$ cat config.mk
export PLATFORM = sky130hd
export DESIGN_NAME = pipe_fwd_ctrl
export DESIGN_NICKNAME = d
export VERILOG_FILES = /design/src/rtl/pipe_fwd_ctrl.sv
export SDC_FILE = /design/constraint.sdc
export NUM_CORES = 1
export LEC_CHECK = 0
export ABC_AREA = 1
export BUFFER_PORTS_ARGS = -buffer_cell sky130_fd_sc_hd__buf_2
export CORE_AREA = 2 2 66 68
export CTS_BUF_LIST = sky130_fd_sc_hd__clkbuf_8
export CTS_CLUSTER_DIAMETER = 100
export CTS_CLUSTER_SIZE = 8
export DETAILED_ROUTE_END_ITERATION = 12
export DIE_AREA = 0 0 68 70
export GPL_TIMING_DRIVEN = 0
export PLACE_DENSITY = 0.77
export SYNTH_ARGS = -nofsm -noshare
export SYNTH_HDL_FRONTEND = slang
export SYNTH_SLANG_ARGS = --single-unit
$ cat constraint.sdc
create_clock -name Clk -period 1.55 [get_ports Clk]
set_input_delay 0.0775 -clock Clk [delete_from_list [all_inputs] [get_ports Clk]]
set_output_delay 0.0775 -clock Clk [all_outputs]
set_load 0.01 [all_outputs]
$ cat src/rtl/pipe_fwd_ctrl.sv
// -----------------------------------------------------------------------------
// pipe_fwd_ctrl
//
// ID-stage forwarding and hazard controller for a five-stage pipeline.
// Shadows the destination register of the instructions currently in EX and
// MEM. From these it computes the operand-forwarding selects that the execute
// stage uses one cycle later. It also detects load-use hazards, which stall the
// pipeline for one cycle, and taken branches in EX, which flush it.
//
// Ports:
//   Clk, Rst            clock and asynchronous active-high reset
//   D_rs, D_rt          source registers of the ID instruction
//   D_use_rs, D_use_rt  ID instruction actually reads rs / rt
//   D_wn, D_wreg        ID destination register and its write enable
//   D_m2reg             ID instruction is a load
//   E_beq, E_bne, E_Z   branch type in EX and the ALU zero flag
//   E_FwdA, E_FwdB      registered EX operand selects
//                       (00 regfile, 01 W_Din, 10 M_ALUR)
//   Stall               combinational load-use stall
//   PC_en, D_en         PC and IF/ID enables, both equal to ~Stall
//   Flush               combinational taken-branch squash
//   StallCnt            saturating count of stall cycles
// -----------------------------------------------------------------------------
module pipe_fwd_ctrl #(
  parameter int CNTW = 16
) (
  input  logic            Clk,
  input  logic            Rst,
  input  logic [4:0]      D_rs,
  input  logic [4:0]      D_rt,
  input  logic            D_use_rs,
  input  logic            D_use_rt,
  input  logic [4:0]      D_wn,
  input  logic            D_wreg,
  input  logic            D_m2reg,
  input  logic            E_beq,
  input  logic            E_bne,
  input  logic            E_Z,
  output logic [1:0]      E_FwdA,
  output logic [1:0]      E_FwdB,
  output logic            Stall,
  output logic            PC_en,
  output logic            D_en,
  output logic            Flush,
  output logic [CNTW-1:0] StallCnt
);

  // Shadow copies of the destination fields of the EX and MEM instructions.
  logic [4:0] e_wn;
  logic       e_wreg;
  logic       e_m2reg;
  logic [4:0] m_wn;
  logic       m_wreg;

  logic [1:0] fwd_a;
  logic [1:0] fwd_b;
  logic       load_use;
  logic       bubble;

  // The select is computed while the consumer is still in ID. The EX producer
  // will then be in MEM (select M_ALUR), and the MEM producer will be in WB
  // (select W_Din). The younger producer wins. Register $0 is never forwarded.
  function automatic logic [1:0] fwd_sel(
    input logic [4:0] src,
    input logic       use_src,
    input logic [4:0] ex_wn,
    input logic       ex_wreg,
    input logic [4:0] mem_wn,
    input logic       mem_wreg
  );
    logic [1:0] sel;
    sel = 2'b00;
    if (use_src && (src != 5'd0)) begin
      if (ex_wreg && (ex_wn == src))        sel = 2'b10;
      else if (mem_wreg && (mem_wn == src)) sel = 2'b01;
    end
    return sel;
  endfunction

  always_comb begin
    fwd_a = fwd_sel(D_rs, D_use_rs, e_wn, e_wreg, m_wn, m_wreg);
    fwd_b = fwd_sel(D_rt, D_use_rt, e_wn, e_wreg, m_wn, m_wreg);

    // Flush is held low during reset, so the branch inputs are ignored then.
    Flush = ~Rst & ((E_beq & E_Z) | (E_bne & ~E_Z));

    // A load in EX has no data to forward yet, so its consumer waits one cycle.
    load_use = e_wreg & e_m2reg & (e_wn != 5'd0) &
               ((D_use_rs & (D_rs == e_wn)) | (D_use_rt & (D_rt == e_wn)));

    // A taken branch discards the ID instruction, so its hazard does not matter.
    Stall  = load_use & ~Flush;
    PC_en  = ~Stall;
    D_en   = ~Stall;
    bubble = Stall | Flush;
  end

  always_ff @(posedge Clk or posedge Rst) begin
    if (Rst) begin
      e_wn     <= 5'd0;
      e_wreg   <= 1'b0;
      e_m2reg  <= 1'b0;
      m_wn     <= 5'd0;
      m_wreg   <= 1'b0;
      E_FwdA   <= 2'b00;
      E_FwdB   <= 2'b00;
      StallCnt <= '0;
    end else begin
      m_wn   <= e_wn;
      m_wreg <= e_wreg;
      if (bubble) begin
        e_wn    <= 5'd0;
        e_wreg  <= 1'b0;
        e_m2reg <= 1'b0;
        E_FwdA  <= 2'b00;
        E_FwdB  <= 2'b00;
      end else begin
        e_wn    <= D_wn;
        e_wreg  <= D_wreg;
        e_m2reg <= D_m2reg;
        E_FwdA  <= fwd_a;
        E_FwdB  <= fwd_b;
      end
      if (Stall && (StallCnt != {CNTW{1'b1}})) begin
        StallCnt <= StallCnt + 1'b1;
      end
    end
  end

endmodule

# Word level (Yosys, flattened, before mapping)
# Index checks and enable logic that the tools add are counted.
# op_classes
n_addsub,1
eq_ne,7
muxes,11
bitwise,16
n_reduce_logical,10
# ops
cell,count
$eq 5x5->1,6
$add 16x1->16 const B,1
$ne 16x16->1 const B,1
$reduce_bool 5->1,3
$mux 2,6
$and 1x1->1,9
$logic_and 1x1->1,7
$mux 5,1
$mux 1,4
$not 1->1,4
$or 1x1->1,3
# word_totals
reg_bits,33
inputBits,24
output_inout_bits,24
word_cells,53

# Depth between registers and ports, before layout
# logic_depth
depth_word,8
mapped_depth,11
ltp_nobuf,10

# Worst setup path after synthesis
# OpenSTA, ideal clock, no wires.
# synth_path
path_kind,register to register
from,register StallCnt[0]
to,register StallCnt[3]
setup_ns,0.116
arrival_ns,1.524
required_time_ns,1.434
slack_ns,-0.090
stages_incl_launch_ff,10
n_path_buf,1
synth_period_minus_slack_ns,1.640
cell_sequence,dfrtp_1 -> ha_1 -> nand3_2 -> nor3_4 -> nand4_1 -> inv_2 -> nor2_8 -> buf_8 -> nand2_2 -> nand2_1
# synth_via
elab_chain_cells,2
word_cells_on_any_way,3
classes_between,add/sub (1); eq/ne (1); reduce/logical (1)
# synth_rtl
element,line_no,source
start: declaration,45,output logic [CNTW-1:0] StallCnt
start signal: assignment,125,StallCnt <= StallCnt + 1'b1;
branches (longest 2 deep; another with $add 16x1->16),--,
# Several ways; the timed one is not identified.
# A chain may end at the register's enable or synchronous reset.

# Worst setup path after layout
# layout_path
from,register StallCnt[5]
to,register StallCnt[5]
# Same word-level chain as after synthesis.

==> qor.yml <==
yosysMostFrequentCell: "nand2_1"
drtPass1Iterations: 4
synth-main-ff-cell: "dfrtp_1"
hold_ws_ns: 0.00464
cts-root-buf: "clkbuf_8"
gp_congestion: 0.919
die_width_um: 68
slowest_delay_ns: 0.46
fmax_mhz: 588
numCtsBuffers: 5
rows: 24
dp_cells: 351
yosysTopAreaCellShare: 0.424
dieArea_mm2: 0.00476
fin_cells: 383
clk_pin_slew_ns: 0.07
path_max_fanout: 6
clk_path_buf_depth: 2
p_int_mw: 1.35
avgViaCountPerCell: 4.92
overflow: 0
numPortBuffers: 47
max-vdd-ir-drop_uv: 515
critPathLaunchType: "register"
critPathArrivalTime_ns: 1.93
ant_nets: 0
seq_area_frac_synth: 0.424
rsz0062_at_grt: "yes"
max-cap-violations: 0
insertion_delay_ns: 0.28
clock_power_share: 0.331
h-tree-depth: 2
post-route-period-util: 1.10
clock_skew_ns: 0.00641
worstPathBufferInverterCount: 2
drt_iter0_drc: 70
setup_viol: 25
cts_num_sinks: 33
core_area_mm2: 0.00414
cts_tree: "done"
design_area_mm2: 0.00270
slew_violations: 0
yosysWarnings: 0
power_frac_comb: 0.171
io_pins: 48
placed_area_mm2: 0.00227
power_mw: 1.87
hold_viol_final: 0
drc_errors: 0
ys_seq_elements: 33
wirelength_mm: 4.88
synth_top_cell_by_area: "dfrtp_1"
num_antenna_cells: 0
fin_crit_ns: 1.70
slowest_stage: "dfrtp_1"
vias: 1883
nets: 355
worst_pin_slew_ns: 0.665
grt_pass1_vias: 1805
ys_async_sr_fraction: 1.00
die_y_um: 70
cp_top_family: "simple AND/OR/NAND/NOR gates"
dp_hpwl_mm: 3.15
antenna_found_initial: 0
dp_slack_ns: -0.159
drive_above_1_share: 0.338
initial_core_util: 0.470
synth_area_per_cell_um2: 7.73
setup_slack_ns: -0.150
violations: "negative setup slack"
utilization: 0.652
worstSetupEndpointType: "register"
cpMostUsedCell: "nand2_1"
cp.required_ns: 1.78
grt_start_max_net_pins: 34
area_growth_syn_to_layout_pct: 38.6
synth_edf_count: 0
netSwitchingFraction: 0.275
power.switching_mw: 0.514
yosys-top-cells-count: "nand2_1, inv_1, dfrtp_1, nor2_1, xor2_1"
fin_tns_setup_ns: -2.43
path_cells: "inv_1, nor3_4, nand4_1, nand4_4, clkbuf_16, nand2_1, nand2_1"
synthTopCellsByArea: "dfrtp_1, nand2_1, inv_1, xor2_1, nor2_1"
yosysUniqueCellTypes: 28
hp-class: "primary input to register"
grt_first_pass_wirelength_mm: 7.66
p_seq_frac: 0.498
wl_per_cell_um: 12.7
p_leak_nw: 1.50
syn_nets: 277
status: "finished with violations"
p_per_area_mw_per_mm2: 692
grtUsageTotal: 0.214
maxSlewHeadroom: 0.556
syn_area_mm2: 0.00195
synthCells: 252
crit_type: "register to register"
[registers in the layout (all words and copies together), names as in the netlist]
| name | flops |
|---|---|
| StallCnt | 16 |
| E_FwdA | 2 |
| e_m2reg | 1 |
| E_FwdB | 2 |
| e_wn | 5 |
| m_wn | 5 |
| m_wreg | 1 |
| e_wreg | 1 |
[worst register-to-register path, stage by stage, from the launching register on]
cell	delay (ns)
dfrtp_1	0.46
inv_1	0.14
nor3_4	0.25
nand4_1	0.25
nand4_4	0.24
clkbuf_16	0.17
nand2_1	0.06
nand2_1	0.07
[placed cells by master, fill, tap and decap left out, drive strengths merged]
cell type | netlist | layout
nand3 | 7 | 7
o21ai | 2 | 2
nor3 | 10 | 10
buf | 4 | 67
dfrtp | 33 | 33
o22ai | 4 | 4
nand3b | 1 | 1
nor2 | 26 | 26
inv | 38 | 39
ha | 1 | 1
a211oi | 1 | 1
nand2 | 89 | 89
dlygate4sd3 | 0 | 6
xnor2 | 8 | 8
clkbuf | 0 | 7
o41ai | 1 | 1
nand4 | 13 | 13
xor2 | 13 | 13
a21oi | 1 | 1
clkinv | 0 | 2
[cell families (layout without fill, tap and decap cells)]
| logic type | after synthesis | in the layout | share of synthesized area |
|---|---|---|---|
| and+or+nand+nor | 146 | 146 | 0.355 |
| buffers and inverters | 42 | 121 | 0.0912 |
| DFF | 33 | 33 | 0.424 |
| xor gates and xnor gates | 21 | 21 | 0.0944 |
| AOI/OAI and AO/OA | 9 | 9 | 0.0289 |
| adders and majority gates | 1 | 1 | 0.00642 |
[routing by layer]
| layer | wire [um] | GRT usage | part of all wire |
|---|---|---|---|
| met1 | 1980 | 0.246 | 0.41 |
| met2 | 2420 | 0.365 | 0.50 |
| met3 | 277 | 0.0531 | 0.057 |
| met4 | 201 | 0.0978 | 0.041 |
| met5 | 0 | 0 | 0 |
[repair_timing]
| item | 4_1_cts | 5_1_grt |
|---|---|---|
| setup endpoints to repair | 19 | 30 |
| buffers inserted | 12 | 2 |
| hold buffers | 5 | 1 |
| cloned | 1 | 2 |
| endpoints found under the hold margin | 5 | 14 |
| resized for setup | 11 | 14 |
| pin swaps | 8 | 9 |
[worst paths after layout]
check,from,to,slack (ns),cells after the start
setup reg to reg,StallCnt[5],StallCnt[5],-0.15,7
hold / removal,D_m2reg,e_m2reg,0.005,3
hold reg to reg,e_wn[4],m_wn[4],0.45,0
max in group asynchronous,Rst,StallCnt[0],0.57,4
min in group asynchronous,Rst,E_FwdA[1],0.44,3
setup / recovery,StallCnt[5],StallCnt[5],-0.15,7
[cell type report]
type	count	area (um^2)
plain buffers	4	52.6
clock buffers	5	68.8
clock inverters	3	13.8
fillers	349	1440
inverters	38	143
multi-input cells	177	1000
flip-flops and latches	33	830
well taps	52	65.1
repair buffers	71	524
[power groups by stage]
stage / Combinational, mW / Clock (mW) / Sequential [mW]
floorplan: 0.139 / 0 / 0.946
global placement: 0.214 / 0 / 0.949
detailed placement: 0.220 / 0 / 0.951
CTS: 0.288 / 0.637 / 0.927
global route: 0.356 / 0.672 / 0.934
finish: 0.319 / 0.619 / 0.929
Power figures use the tool's default switching activity.
